### config.mk
export PLATFORM = sky130hd
export DESIGN_NAME = debounce_inputs
export DESIGN_NICKNAME = d
export VERILOG_FILES = /design/src/rtl/debounce_inputs.sv
export SDC_FILE = /design/constraint.sdc
export NUM_CORES = 1
export LEC_CHECK = 0
export ABC_AREA = 0
export CAP_MARGIN = 5
export CELL_PAD_IN_SITES_DETAIL_PLACEMENT = 0
export CELL_PAD_IN_SITES_GLOBAL_PLACEMENT = 1
export CORE_ASPECT_RATIO = 0.7
export CORE_MARGIN = 1.5
export CORE_UTILIZATION = 26
export CTS_CLUSTER_DIAMETER = 150
export DETAILED_ROUTE_END_ITERATION = 6
export GPL_TIMING_DRIVEN = 0
export PLACE_DENSITY = 0.58
export SYNTH_ARGS = -nofsm -noshare
export SYNTH_HDL_FRONTEND = slang
export SYNTH_SLANG_ARGS = --single-unit
### constraint.sdc
create_clock -name clk_i -period 2.4 [get_ports clk_i]
set_clock_uncertainty 0.15 [all_clocks]
set_input_delay 0.36 -clock clk_i [delete_from_list [all_inputs] [get_ports clk_i]]
set_output_delay 0.36 -clock clk_i [all_outputs]
set_load 0.02 [all_outputs]
### src/rtl/debounce_inputs.sv
// debounce_inputs: per-channel synchroniser + debouncer with edge pulses, sticky W1C events and masked irq.
// Optional per-channel rising-edge counters on count_o when DEBOUNCE_EVENT_COUNT_EN is defined.
module debounce_inputs #(
  parameter int                    NUM_INPUTS      = 8,
  parameter int                    SYNC_STAGES     = 2,
  parameter int                    DEBOUNCE_CYCLES = 5_000_000,
  parameter logic [NUM_INPUTS-1:0] RESET_LEVEL     = '0,
  parameter int                    COUNT_WIDTH     = 8
) (
  input  logic                              clk_i,
  input  logic                              rst_ni,
  input  logic [NUM_INPUTS-1:0]             in_i,
  output logic [NUM_INPUTS-1:0]             level_o,
  output logic [NUM_INPUTS-1:0]             rise_o,
  output logic [NUM_INPUTS-1:0]             fall_o,
  output logic [NUM_INPUTS-1:0]             event_o,
  input  logic [NUM_INPUTS-1:0]             clear_i,
  input  logic [NUM_INPUTS-1:0]             irq_mask_i,
`ifdef DEBOUNCE_EVENT_COUNT_EN
  output logic [NUM_INPUTS*COUNT_WIDTH-1:0] count_o,
`endif
  output logic                              irq_o
);
  localparam int CW = $clog2(DEBOUNCE_CYCLES + 1);
  localparam logic [CW-1:0] MAX = CW'(DEBOUNCE_CYCLES);

  typedef enum logic {IDLE, COUNT} state_e;

  if (NUM_INPUTS < 1 || SYNC_STAGES < 2 || DEBOUNCE_CYCLES < 1 || COUNT_WIDTH < 1) begin : g_param_check
    $error("debounce_inputs: illegal parameter value");
  end

  for (genvar i = 0; i < NUM_INPUTS; i++) begin : g_ch
    logic [SYNC_STAGES-1:0] sync_q;
    logic                   sync;
    state_e                 state_q, state_d;
    logic [CW-1:0]          cnt_q, cnt_d;
    logic                   level_q, level_d, rise_q, rise_d, fall_q, fall_d, event_q;

    assign sync = sync_q[SYNC_STAGES-1];

    always_ff @(posedge clk_i or negedge rst_ni) begin
      if (!rst_ni) begin
        sync_q  <= {SYNC_STAGES{RESET_LEVEL[i]}};
        state_q <= IDLE;
        cnt_q   <= '0;
        level_q <= RESET_LEVEL[i];
        rise_q  <= 1'b0;
        fall_q  <= 1'b0;
        event_q <= 1'b0;
      end else begin
        sync_q  <= {sync_q[SYNC_STAGES-2:0], in_i[i]};
        state_q <= state_d;
        cnt_q   <= cnt_d;
        level_q <= level_d;
        rise_q  <= rise_d;
        fall_q  <= fall_d;
        event_q <= (rise_q | fall_q) ? 1'b1 : clear_i[i] ? 1'b0 : event_q;
      end
    end

    // A bounce back to the accepted level abandons the count without an edge.
    always_comb begin
      state_d = state_q;
      cnt_d   = cnt_q;
      level_d = level_q;
      rise_d  = 1'b0;
      fall_d  = 1'b0;
      if (state_q == IDLE) begin
        cnt_d = '0;
        if (sync != level_q) begin
          cnt_d   = CW'(1);
          state_d = COUNT;
        end
      end else if (sync == level_q) begin
        cnt_d   = '0;
        state_d = IDLE;
      end else if (cnt_q == MAX) begin
        level_d = sync;
        rise_d  = sync;
        fall_d  = ~sync;
        cnt_d   = '0;
        state_d = IDLE;
      end else begin
        cnt_d = cnt_q + CW'(1);
      end
    end

    assign level_o[i] = level_q;
    assign rise_o[i]  = rise_q;
    assign fall_o[i]  = fall_q;
    assign event_o[i] = event_q;

    a_invariant: assert property (@(posedge clk_i) disable iff (!rst_ni)
      (cnt_q <= MAX) && !(rise_q && fall_q));

`ifdef DEBOUNCE_EVENT_COUNT_EN
    logic [COUNT_WIDTH-1:0] ev_cnt_q;

    // Saturating; a rise coinciding with a clear restarts the count at one.
    always_ff @(posedge clk_i or negedge rst_ni) begin
      if (!rst_ni) ev_cnt_q <= '0;
      else if (rise_q) ev_cnt_q <= clear_i[i] ? COUNT_WIDTH'(1) : (&ev_cnt_q) ? ev_cnt_q : ev_cnt_q + COUNT_WIDTH'(1);
      else if (clear_i[i]) ev_cnt_q <= '0;
    end

    assign count_o[i*COUNT_WIDTH +: COUNT_WIDTH] = ev_cnt_q;
`endif
  end

  assign irq_o = |(event_o & irq_mask_i);
endmodule
# Yosys cells after proc, flatten, opt, wreduce, memory -nomap -nowiden
# Cells that the tools add are included.
[totals]
register_bits = 240
input_bits = 26
output_inout_bits = 33
word_cells = 258
[op_classes]
add_sub_neg = 8
eq_ne = 24
n_mux = 128
bitwise_logic = 25
n_reduce_logical = 17
[op_table]
columns = ["cell", "count"]
rows = [
  ["2-to-1 mux 23 bit", 24],
  ["adder 23 x 1 -> 23 bit, second input constant", 8],
  ["== test 23 bit, second input constant", 8],
  ["2-to-1 mux 1 bit", 104],
  ["AND reduction 3 bit", 8],
  ["NOT 1 bit", 16],
  ["nonzero test 2 bit", 8],
  ["AND 8 bit", 1],
  ["== test 1 bit", 8],
  ["inequality test 1 bit", 8],
  ["bitwise OR 1 bit", 8],
  ["OR reduction 8 bit", 1],
]

# Logic depth before layout (Yosys ltp)
[depth]
depth_word = 4
mapped_depth = 7
depth_no_buf = 6

# Least setup slack after synthesis
# Ideal clock, no wire load.
[synth_path]
path_kind = "register to register"
startpoint = "register g_ch[2].cnt_q[0]"
endpoint = "register g_ch[2].cnt_q[10]"
setup_time_ps = 121
arrival_ps = 1902
required_time_ps = 2129
setup_slack_ps = 226
path_stages_with_launch = 8
n_path_buf = 1
period_less_slack_ps = 2174
path_cell_list = "dfrtp_1 inv_1 ha_1 nand2_1 or4b_2 o21bai_1 buf_2 nor2_1"
[synth_via]
elab_chain_len = 4
elab_cells_between_ends = 5
classes_between = "add/sub: 1; eq/ne: 1; mux: 3"
[synth_rtl]
columns = ["element", "line_no", "rtl"]
rows = [
  ["start: declaration", "37", "logic [CW-1:0] cnt_q, cnt_d;"],
  ["start signal: assignment", "54", "cnt_q <= cnt_d;"],
  ["adder 23 x 1 -> 23 bit / == test 23 bit (equally long branches)", "85, 78", ""],
  ["2-to-1 mux 23 bit (*)", "78", "end else if (cnt_q == MAX) begin"],
  ["2-to-1 mux 23 bit (*)", "75", "end else if (sync == level_q) begin"],
  ["2-to-1 mux 23 bit (*)", "69", "if (state_q == IDLE) begin"],
  ["via g_ch[2].cnt_d[10]", "37", ""],
]
# Mark *: on every way through the listed nets, which the timed path passes. The rest lies on a longest branch.
# A chain may end at the register's enable or synchronous reset.

# Worst setup path in the final report
[layout_path]
startpoint = "register g_ch[2].cnt_q[0]"
endpoint = "register g_ch[2].level_q"
[layout_via]
elab_chain_len = 2
[layout_rtl]
columns = ["element", "line_no", "rtl"]
rows = [
  ["== test 23 bit", "78", ""],
  ["AND reduction 3 bit (no source line)", "n/a", ""],
  ["end signal: assignment", "47", "level_q <= RESET_LEVEL[i];"],
  ["end signal: assignment", "55", "level_q <= level_d;"],
  ["end: declaration", "38", "logic level_q, level_d, rise_q, rise_d, fall_q, fall_d, event_q;"],
]
# Every way passes these cells.

==> impl_metrics.json <==
{
  "hold_ws_ns": 0.09969,
  "synthArstFlopShare_pct": 100.0,
  "timing.final.crit_share_pct": 95.64,
  "final_common_cell": "dfrtp_1",
  "dp_hpwl_um": 17870,
  "required_ns": 2.68,
  "ys_ff_latch": 240,
  "dr.first_iter.drc_count": 416,
  "most-common-layout-cells": "dfrtp_1, nor2_1, a21oi_1, nand4_1",
  "grt_first_pass_wirelength_um": 45400,
  "die_x_um": 256.7,
  "antenna_left": 0,
  "port_buffers": 58,
  "io_pins": 59,
  "hold_viol": 0,
  "areaGrowthSynthToFinish_pct": 21.15,
  "antenna_cells": 0,
  "numCtsBuffers": 27,
  "maxCapViolations": 0,
  "tightest_slew_ns": 0.6389,
  "peakVddDrop_mv": 0.5069,
  "synth_top_area_share_pct": 51.28,
  "hold_class": "in2async",
  "powerDensity_nw_per_um2": 649.5,
  "vias": 8851,
  "core_area_um2": 44040,
  "grt_setup_unrepaired": "yes",
  "synth-xor-area-share_pct": 7.404,
  "htreeDepth": 1,
  "synthCells": 1179,
  "grt_pass1_vias": 8594,
  "globalRouteOverflowTotal": 0,
  "track_usage_pct": 11.63,
  "synth_fa_ha_area_share_pct": 1.709,
  "post_synth_num_cell_types": 41,
  "yosys_warnings": 0,
  "grt_antenna_before_repair": 1,
  "rr_endpoint": "g_ch[2].level_q",
  "netlist_area_um2": 11710,
  "drtPass1Iterations": 4,
  "clock_sinks": 240,
  "critPathMaxStageDelay_ns": 0.68,
  "r2r_slack_ns": 0.10,
  "syn_nets": 1221,
  "clock-root-buffer": "clkbuf_16",
  "final-setup-viol-count": 0,
  "startpoint_type": "register",
  "place_congestion": 0.7377,
  "cp_cell_sequence": "inv_1, ha_1, nand2_1, or4b_2, nor3_1, mux2_2",
  "crit_fanout": 5,
  "synth_flop_cell": "dfrtp_1",
  "fp.dieH_um": 180.6,
  "route.detailed.drc": 0,
  "drt-total-wl_um": 26720,
  "cts_tree": "yes",
  "fin_cells": 1881,
  "crit_path_end_kind": "register",
  "initial_core_util_pct": 26.59,
  "clk_pin_slew_worst_paths_ns": 0.07,
  "core.rowCount": 64,
  "ys_top_cells_by_area": "dfrtp_1, xor2_1, nor2_1",
  "period_needed_ns": 2.295,
  "synth_top_area_cell": "dfrtp_1",
  "synth-simple-area-share_pct": 24.43,
  "grt_max_degree": 109,
  "power_leakage_nw": 5.445,
  "power_mw": 9.215,
  "rr_startpoint": "g_ch[2].cnt_q[0]",
  "dpl.cell_count": 1833,
  "ff2ff_path_depth": 6,
  "wire_per_inst_um": 14.20,
  "arrival_ns": 2.58,
  "cts_buffer_depth": 3,
  "max_slew_margin_pct": 57.41,
  "synth_top_family_by_area": "simple AND/OR/NAND/NOR gates",
  "final_layout_size_suffix_gt1_share_pct": 10.41,
  "fillers": 4559,
  "crit_type": "reg2reg",
  "fmax_mhz": 435.7,
  "synth.area.mux_share_pct": 0.7692,
  "synth_compound_gate_area_share_pct": 9.263,
  "die-area_um2": 46340,
  "synth_edf_count": 0,
  "ys_seq_area_share_pct": 51.28,
  "drv_slew": 0,
  "final_nets": 1309,
  "viasPerCell": 4.705,
  "status": "completed",
  "clk_latency_ns": 0.55,
  "critical_path.slowest_cell": "or4b_2",
  "synth_area_per_cell_um2": 9.933
}
[worst max-delay path by stage]
| stage | startpoint | endpoint | slack, ns | depth (start not counted) |
|---|---|---|---|---|
| 6_report | g_ch[2].cnt_q[0] | g_ch[2].level_q | 0.10 | 6 |
| 2_1_floorplan | g_ch[2].cnt_q[0] | g_ch[2].cnt_q[10] | 0.23 | 7 |
| 3_3_place_gp | rst_ni | g_ch[5].fall_q | -10.46 | 1 |
| 3_5_place_dp | g_ch[3].cnt_q[0] | g_ch[3].state_q | -0.25 | 7 |
| 5_1_grt | g_ch[5].cnt_q[0] | g_ch[5].level_q | -0.01 | 6 |
| 4_1_cts | g_ch[0].cnt_q[8] | g_ch[0].state_q | 0.003 | 5 |
[through the flow]
step           cell area, um2   TNS, ns  utilization [%]  setup slack, ns
2_1_floorplan           11710         0                -           0.2262
6_report                14190         0            32.22           0.1047
4_1_cts                 14130         0            32.07         0.003150
5_1_grt                 14190  -0.01168            32.22         -0.01168
3_3_place_gp            13040  -2511.42            29.60           -10.46
3_5_place_dp            13100    -9.079            29.73          -0.2471
[critical path: cells and delay by family, from the launching register on]
| kind | cells | cell delay [ns] |
|---|---|---|
| fa+ha+maj | 1 | 0.15 |
| buf+inv | 1 | 0.09 |
| flops | 1 | 0.43 |
| mux | 1 | 0.36 |
| simple gates | 3 | 0.99 |
[final cells by class]
class	instances	area (um2)	share of cell area [%]
tap	594	743.2	5.238
buffer	69	422.9	2.981
inverter	49	183.9	1.296
sequential	240	6006	42.33
clock buffer	40	844.6	5.952
multi-input combinational	819	5190	36.58
timing repair buffer	61	649.4	4.577
clock inverter	9	148.9	1.049
[layer usage]
| layer | GRT usage, % | wire length (um) |
|---|---|---|
| met1 | 17.70 | 14340 |
| met2 | 17.02 | 11020 |
| met3 | 2.138 | 858 |
| met4 | 2.306 | 503 |
| met5 | 0 | 0 |
[power by group]
group	internal, mW	switching, mW
clock network	2.85	1.75
logic	0.161	0.277
registers	4.11	0.0668
total	7.12	2.09
[kinds of logic after synthesis]
logic type | after synthesis
simple gates | 506
flops | 240
compound gates | 190
buf+inv | 120
xor+xnor | 99
fa+ha+maj | 16
mux | 8
[cell usage after synthesis, drive strengths merged, types with 3 or more instances]
cell type  number
and2           20
ha             16
or3            44
mux2            8
or4b            3
nand2b          7
nor4           26
xnor2          46
xor2           53
o21bai          7
dfrtp         240
nor2          113
o22ai           7
a22oi           4
buf            42
nand2          55
o21ai          57
a21oi          78
nand4          58
and3           21
nand3          58
o31ai          36
clkbuf         29
nor4bb         12
nor4b          13
or4            40
inv            49
nor3           19
and4           14
[flip-flops by register name, indices dropped and copies added (netlist names)]
signal and flops:
g_ch.cnt_q 184, g_ch.sync_q 16, g_ch.event_q 8, g_ch.fall_q 8, g_ch.level_q 8, g_ch.rise_q 8
g_ch.state_q 8
[timing repair]
item,CTS,global route
cloned,0,0
resized for setup,14,17
setup endpoints to repair,114,125
hold endpoints to repair,84,0
hold buffers,1,0
setup buffers,0,0
pin swaps,1,1
Note: power is estimated with default switching activity, not from simulation.
